File: src/rtl/counter_mod_n_pkg.sv
// Shared definitions for the modulo-N counter: parameter legality helper.
package counter_mod_n_pkg;

    // True when 2 <= n <= 2**w; evaluated at elaboration to reject bad moduli.
    function automatic bit modulus_ok(input int n, input int w);
        return (n >= 2) && (w >= 1) && (longint'(n) <= (longint'(1) << w));
    endfunction

endpackage

File: src/rtl/counter_mod_n.sv
// Synchronous modulo-N up-counter with enable and a combinational terminal-count strobe.
module counter_mod_n
    import counter_mod_n_pkg::*;
#(
    parameter int N         = 10,
    parameter int CNT_WIDTH = 4
) (
    input  logic                 clk,
    input  logic                 reset,
    input  logic                 enable,
    output logic [CNT_WIDTH-1:0] counter_out,
    output logic                 tc
);

    generate
        if (!modulus_ok(N, CNT_WIDTH)) begin : g_bad_param
            $error("counter_mod_n: N=%0d outside 2..2**CNT_WIDTH (CNT_WIDTH=%0d)", N, CNT_WIDTH);
        end
    endgenerate

    localparam logic [CNT_WIDTH-1:0] LAST = CNT_WIDTH'(N - 1);

    logic [CNT_WIDTH-1:0] r_count;
    logic                 w_is_last;
    logic                 w_wrap;

    assign w_is_last = (r_count == LAST);
    // Wrap on >= so a stray power-up value above N-1 falls back to 0.
    assign w_wrap    = (r_count >= LAST);

    always_ff @(posedge clk) begin
        if (reset) begin
            r_count <= '0;
        end else if (enable) begin
            if (w_wrap) begin
                r_count <= '0;
            end else begin
                r_count <= r_count + 1'b1;
            end
        end
    end

    assign counter_out = r_count;
    assign tc          = enable & w_is_last;

endmodule

File: config.mk
export PLATFORM = sky130hd
export DESIGN_NAME = counter_mod_n
export DESIGN_NICKNAME = d
export VERILOG_FILES = /design/src/rtl/counter_mod_n_pkg.sv /design/src/rtl/counter_mod_n.sv
export SDC_FILE = /design/constraint.sdc
export NUM_CORES = 1
export LEC_CHECK = 0
export BUFFER_PORTS_ARGS = -buffer_cell sky130_fd_sc_hd__buf_2
export CAP_MARGIN = 20
export CORE_AREA = 2 2 39 41
export DETAILED_ROUTE_END_ITERATION = 8
export DIE_AREA = 0 0 41 43
export PLACE_DENSITY_LB_ADDON = 0.2
export SLEW_MARGIN = 20
export SYNTH_ARGS = -nofsm -noshare
export SYNTH_HDL_FRONTEND = slang
export SYNTH_SLANG_ARGS = --single-unit
File: constraint.sdc
create_clock -name clk -period 1.48 [get_ports clk]
set_clock_uncertainty 0.2 [all_clocks]
set_input_delay 0.296 -clock clk [delete_from_list [all_inputs] [get_ports clk]]
set_output_delay 0.296 -clock clk [all_outputs]
set_load 0.005 [all_outputs]
# --- After elaboration in Yosys (flattened, before gate mapping) ---
# Index checks and enable logic that the tools add are counted.
word_totals:
  register_bits: 4
  elab_cells: 6
  out_inout_bits: 5
  in_bits: 3
op_classes:
  n_eq_ne: 1
  n_bitwise: 1
  magnitude_cmp: 1
  muxes: 1
  n_addsub: 1
op_table:
  columns: ["op", "n"]
  rows:
  - ["$add 4x1->4 const B", 1]
  - ["$eq 4x4->1 const B", 1]
  - ["$ge 4x4->1 const B", 1]
  - ["$mux 4", 1]
  - ["$and 1x1->1", 1]

# --- Longest topological paths before layout ---
# Gate-level depths: netlist of run 1.
depth:
  word_depth: 2
  ltp_mapped: 5
  mapped_depth_nobuf: 5

# --- Worst setup path after synthesis of run 1 ---
# OpenSTA, ideal clock, no wires.
synth_path:
  kind: "register -> register"
  from: "reg r_count[0] (netlist: counter_out[0])"
  to: "reg r_count[0] (netlist: counter_out[0])"
  setup_time_ps: 119
  slack_ps: 167
  stages_incl_launch_ff: 6
  synth_period_minus_slack_ps: 1313
  arrival_time_ps: 994
  required_ps: 1161
  cell_sequence: "dfxtp_1 inv_1 ha_1 nor3b_1 o21bai_2 nor2_1"
synth_via:
  elab_chain_len: 2
synth_lines:
  columns: ["element", "line_no", "source"]
  rows:
  - ["start: declaration", "counter_mod_n.sv:23", "logic [CNT_WIDTH-1:0] r_count;"]
  - ["start signal: assignment", "counter_mod_n.sv:38", "r_count <= r_count + 1'b1;"]
  - ["$add 4x1->4 or $ge 4x4->1 (tied branches)", "counter_mod_n.sv:38, counter_mod_n.sv:29", null]
  - ["$mux 4 (*)", "counter_mod_n.sv:35", "if (w_wrap) begin"]
# Every way passes the cells marked *; elsewhere a longest branch is shown, timed or not.
# A chain may end at the register's enable or synchronous reset.

# --- Final worst setup path of run 1 ---
layout_path:
  from: "reg r_count[1] (netlist: counter_out[1])"
  to: "out tc"
layout_via:
  elab_chain_len: 2
layout_lines:
  columns: ["element", "line_no", "source"]
  rows:
  - ["$eq 4x4->1", "counter_mod_n.sv:27", "assign w_is_last = (r_count == LAST);"]
  - ["$and 1x1->1", "counter_mod_n.sv:44", "assign tc = enable & w_is_last;"]
  - ["end: declaration", "counter_mod_n.sv:12", "output logic tc"]
# No other way between the ends.

==> qor.csv, run 1 <==
stage;metric;value;unit
global_routing;grt_max_degree;6;
pwr;p_leak;0.151;nW
cts;clock_latency;0.23;ns
cts;htreeDepth;1;
drt;drc_errors;0;
global_routing;grt_pass1_wl;759;um
cts;cts_setup_buffers;0;
sta;slew_viol_final;0;
pwr;vdd_drop_max;323;uV
sta;hold_ws;0.178;ns
global_routing;gr-total-overflow;0;
synth;ys_ff_latch;4;
setup_path;crit_required;0.98;ns
cts;clockBufferDepth;2;
synth;synth_cell_type_count;11;
die;initial_core_util;15.6;%
sta;worst_slack;-0.0308;ns
final_layout;largest_reg_flops;4;
sta;rsz0062_at_grt;true;
drt;drt_iter0_markers;1;
synth;yosysSeqAreaShare;37.0;%
run_status;status;finished with violations;
setup_path;start_kind;register;
final_layout;final_common_cell;buf_2;
setup_path;cp_max_fo;2;
setup_path;crit_type;register to output port;
global_routing;grt_pass1_vias;207;
drt;ant_nets;0;
final_layout;utilization;23.8;%
hold_path;hold_start;reset;
flow_run;cap_viol_max_count;0;
final_layout;synthToLayoutAreaGrowth;52.0;%
cts;cts.root.buffer_cell;clkbuf_4;
final_layout;layout.nets;43;
placement;place_area;287;um^2
hold_path;min_path_type;input port to register;
placement;gp_congestion;0.670;
drt;vias_per_cell;3.71;
sta;finalHoldViolCount;0;
synth;syn_area;216;um^2
global_routing;antenna_found_initial;0;
final_layout;final_cell_mix;7 x buf_2, 4 x nor2_1, 3 x clkbuf_4;
pwr;power_density;928;nW/um^2
placement;portBuffers;7;
synth;synthCells;23;
run_status;violations;negative setup slack;
cts;cts.sinks;4;
die;fp-row-count;14;
final_layout;drive_above_1_share;51.4;%
drt;vias;189;
drt;wl_per_cell;9.33;um
placement;place_ws;0.126;ns
placement;hpwlAfterDp;387;um
setup_path;crit_chain;inv_2 > ha_4 > nor3b_2 > buf_2;
setup_path;arrival;1.01;ns
sta;worstMarginPinSlew;0.213;ns
die;die_w;41;um
die;ios;8;
hold_path;holdPathStages;3;
setup_path;cp-end-kind;output port;
cts;cts_buffers;3;
setup_path;reg2reg_from;counter_out[0];
sta;finalSetupViolations;1;
setup_path;max_stage_delay;0.32;ns
sta;fmax;662;MHz
setup_path;reg2reg_depth;5;
setup_path;crit_start;counter_out[1];
global_routing;grt_use_total;6.62;%
die;core;1380;um^2
die;die_h;43;um
die;dieArea;1760;um^2
final_layout;design_area;329;um^2
cts;tritoncts;done;
sta;min_period;1.51;ns
cts;clk_pin_slew;0.03;ns
sta;relSlewSlack;85.7;%
final_layout;antenna_cells;0;
synth;syn_nets;29;
final_layout;fillers;164;
synth;avgSynthCellArea;9.41;um^2
drt;drt-pass1-iter-count;2;
cts;cts_hold_buf;0;
setup_path;cp_slowest_cell;dfxtp_2;
sta;period_share;102;%
drt;wirelength;476;um
synth;yosys_warnings;0;
synthesized netlist by cell type:
cell	instances	share of area, %
dfxtp_1	4	37
nor2_1	4	6.9
ha_1	3	17
inv_1	2	3.5
nand2_1	2	3.5
nor3b_1	2	6.9
xor2_1	2	8.1
mux2i_1	1	4.6
nand4_1	1	2.9
o21bai_2	1	5.2
xnor2_1	1	4.0
stage by stage:
stage / std cells / total power [mW] / setup TNS (ns)
2_1_floorplan: 23 / 0.149 / 0
3_3_place_gp: 48 / 0.173 / 0
3_5_place_dp: 48 / 0.173 / 0
4_1_cts: 51 / 0.315 / -0.0436
5_1_grt: 51 / 0.332 / -0.0986
6_report: 51 / 0.305 / -0.0308
power by group:
part           internal (mW)  switching (mW)  leakage (nW)
Combinational         0.0296          0.0254         0.104
Sequential             0.116         0.00653        0.0333
Clock                 0.0902          0.0380        0.0138
Total                  0.235          0.0700         0.151
layout make-up:
type	count	area (um^2)	area share (%)
timing repair buffer	9	50.0	15.2
tap	16	20.0	6.08
clock buffer	3	22.5	6.84
inverter	2	7.51	2.28
sequential	4	82.6	25.1
multi-input combinational	17	146	44.5
repair_timing:
item	in CTS	in global routing
cloned	0	0
resized for setup	6	0
endpoints found under the setup margin	1	1
final timing paths:
path | end | slack (ns)
min reg2reg | counter_out[3] | 0.36
min | counter_out[0] | 0.18
max reg2reg | counter_out[0] | 0.16
max | tc | -0.03
routing by layer:
metal	GRT usage, %	up-vias	part of all wire, %
met4	6.00	0	0
met1	6.41	85	40
li1	-	99	-
met3	3.66	0	9.5
met2	9.38	5	50
met5	0	-	0
logic make-up after synthesis:
group                    Yosys count  share of synthesized area [%]
buffers and inverters              2                           3.47
adder cells (fa/ha/maj)            3                           17.3
multiplexers                       1                           4.62
AND/OR/NAND/NOR                    9                           20.2
XOR/XNOR                           3                           12.1
AO/OA/AOI/OAI                      1                           5.20
flip-flops                         4                           37.0
worst max-delay path, delay by kind of cell, from the launching register on:
family / cells / cell delay [ns]
and+or+nand+nor: 1 / 0.14
adders and majority gates: 1 / 0.15
DFF: 1 / 0.32
buffers and inverters: 2 / 0.18
Note: power is estimated with default switching activity, not from simulation.
==> run 2: changes to the inputs <==
Settings changed: GPL_ROUTABILITY_DRIVEN set to 0, PLACE_DENSITY set to 0.39, PLACE_DENSITY_LB_ADDON 0.2 to not set.
==> run 2 against run 1 <==
The flow still finishes with violations (negative setup slack). Sequential cell count stayed put. Routed wire length up 3.2%. Maximum frequency increased by 0.49%. Final cell count increased by 3.9%. Setup slack improved by 0.0074 ns. Critical path type unchanged. Die area stayed put. Largest cell class unchanged. Critical path depth unchanged. Non-clock buffer count up 2. Clock-buffer cell count stayed put. Critical endpoint unchanged.
==> qor.csv, run 2 (synthesis results as in run 1) <==
stage;metric;value;unit;change
cts;tritoncts;done;;
sta;period_share;102;%;-0.50 points
hold_path;holdPathStages;3;;unchanged
cts;clk_pin_slew;0.04;ns;about the same
final_layout;final_cell_mix;7 x buf_2, 4 x nor2_1, 3 x clkbuf_4, 3 x buf_4;;
sta;worstMarginPinSlew;0.233;ns;+0.0200 ns
final_layout;final_common_cell;buf_2;;
global_routing;gr-total-overflow;0;;unchanged
global_routing;grt_pass1_vias;211;;+1.9%
setup_path;max_stage_delay;0.32;ns;about the same
die;initial_core_util;15.6;%;unchanged
die;die_h;43;um;unchanged
sta;min_period;1.50;ns;-0.00736 ns
die;die_w;41;um;unchanged
die;dieArea;1760;um^2;unchanged
setup_path;cp_slowest_cell;dfxtp_2;;
global_routing;grt_pass1_wl;834;um;+9.9%
sta;finalHoldViolCount;0;;unchanged
sta;rsz0062_at_grt;true;;
final_layout;antenna_cells;0;;unchanged
hold_path;hold_start;reset;;
setup_path;start_kind;register;;
global_routing;grt_max_degree;6;;unchanged
final_layout;largest_reg_flops;4;;unchanged
drt;drc_errors;0;;unchanged
setup_path;cp-end-kind;output port;;
setup_path;r2r_slack;0.08;ns;-0.08 ns
run_status;status;finished with violations;;
drt;wl_per_cell;9.26;um;-0.74%
pwr;clkPwrFrac;41.4;%;-0.6 points
pwr;p_sw_share;23.8;%;+0.92 points
hold_path;min_path_type;input port to register;;
setup_path;crit_type;register to output port;;
sta;worst_slack;-0.0235;ns;+0.00736 ns
die;ios;8;;unchanged
pwr;seq_power_share;38.1;%;-1.9 points
cts;cts_buffers;3;;unchanged
placement;portBuffers;7;;unchanged
setup_path;arrival;1.01;ns;about the same
flow_run;cap_viol_max_count;0;;unchanged
pwr;power_density;902;nW/um^2;-2.8%
setup_path;reg2reg_depth;6;;+1
cts;clockBufferDepth;2;;unchanged
setup_path;crit_chain;inv_2 > ha_4 > nor3b_2 > buf_2;;
sta;fmax;665;MHz;+0.49%
run_status;violations;negative setup slack;;
setup_path;cp_num_buf_inv;2;;unchanged
global_routing;grt_use_total;7.42;%;+0.80 points
setup_path;r2r_end;counter_out[1];;
placement;hpwlAfterDp;353;um;-8.7%
pwr;vdd_drop_max;268;uV;-17%
cts;cts.root.buffer_cell;clkbuf_4;;
pwr;power;0.319;mW;+4.6%
pwr;p_int;0.243;mW;+3.3%
setup_path;reg2reg_from;counter_out[0];;
setup_path;crit_required;0.98;ns;about the same
hold_path;whs_endpoint;counter_out[0];;
global_routing;antenna_found_initial;0;;unchanged
sta;relSlewSlack;84.4;%;-1.3 points
final_layout;instances_no_fill;53;;+3.9%
drt;wirelength;491;um;+3.2%
setup_path;cp_max_fo;2;;unchanged
drt;vias;199;;+5.3%
final_layout;layout.nets;45;;+4.7%
placement;place_inst;47;;-2.1%
cts;cts.sinks;4;;unchanged
pwr;power_frac_comb;20.5;%;+2.5 points
drt;ant_nets;0;;unchanged
die;core;1380;um^2;unchanged
pwr;p_leak;0.162;nW;+6.9%
pwr;switchingPower;0.0761;mW;+8.8%
drt;drt-pass1-iter-count;2;;unchanged
sta;slew_viol_final;0;;unchanged
cts;clock_latency;0.23;ns;about the same
cts;htreeDepth;1;;unchanged
final_layout;synthToLayoutAreaGrowth;63.6;%;
final_layout;drive_above_1_share;59.5;%;+8.0 points
sta;finalSetupViolations;1;;unchanged
setup_path;crit_family;flip-flops;;
drt;drt_iter0_markers;1;;unchanged
drt;vias_per_cell;3.75;;+1.3%
die;fp-row-count;14;;unchanged
[run 2: cell count changes in the layout (fill, tap and decap cells not counted)]
cell     delta
dfxtp_4     +1
buf_4       +1
dfxtp_1     -1
nand2_2     +1
nand2_1     -1
buf_6       +1
[run 2: worst register-to-register path, delay by kind of cell, from the launching register on]
kind            cells  cell delay (ns)
buf+inv             2             0.12
compound gates      1             0.22
simple gates        2             0.20
flops               1             0.36
fa+ha+maj           1             0.18
[run 2: worst max-delay path by stage]
stage	from	end	slack [ns]	cells past startpoint
after floorplan	counter_out[0]	counter_out[0]	0.17	5
after global placement	counter_out[0]	tc	0.09	3
after detailed placement	counter_out[0]	tc	0.04	3
after CTS	counter_out[1]	tc	-0.04	4
after global routing	counter_out[1]	tc	-0.07	4
final	counter_out[1]	tc	-0.02	4
[run 2: cell type report]
type / count / area (um^2)
multi-input cells: 17 / 149
clock buffers: 3 / 22.5
flip-flops and latches: 4 / 86.3
repair buffers: 11 / 68.8
inverters: 2 / 7.51
well taps: 16 / 20.0
fillers: 156 / 1030
[run 2: layer usage]
metal  wire length [um]  vias to the layer above  global-route usage [%]
li1                   -                      103                       -
met1                232                       88                    9.29
met2                200                        8                    9.38
met3                 58                        0                    3.14
met4                  0                        0                    6.00
met5                  0                        -                       0
[run 2: power groups by stage]
stage,clock network [mW],logic [mW],registers (mW)
after floorplan,0,0.0249,0.124
after global placement,0,0.0439,0.123
after detailed placement,0,0.0457,0.123
after CTS,0.140,0.0605,0.121
after global routing,0.144,0.0745,0.122
final,0.132,0.0656,0.122
[run 2: timing repair]
action	CTS	global route
pin swaps	0	5
gates cloned	0	0
endpoints found under the setup margin	1	5
setup buffers	2	1
hold buffers	0	0
resized for setup	8	2
[run 2: through the flow]
step / area [um^2] / worst slack [ns] / TNS, ns / hold slack [ns] / utilization, %
floorplan: 216 / 0.167 / 0 / 0.244 / -
global placement: 279 / 0.0880 / 0 / 0.338 / 20.2
detailed placement: 279 / 0.0446 / 0 / 0.337 / 20.2
CTS: 342 / -0.0366 / -0.0366 / 0.156 / 24.7
global route: 354 / -0.0725 / -0.0930 / 0.188 / 25.6
finish: 354 / -0.0235 / -0.0235 / 0.161 / 25.6
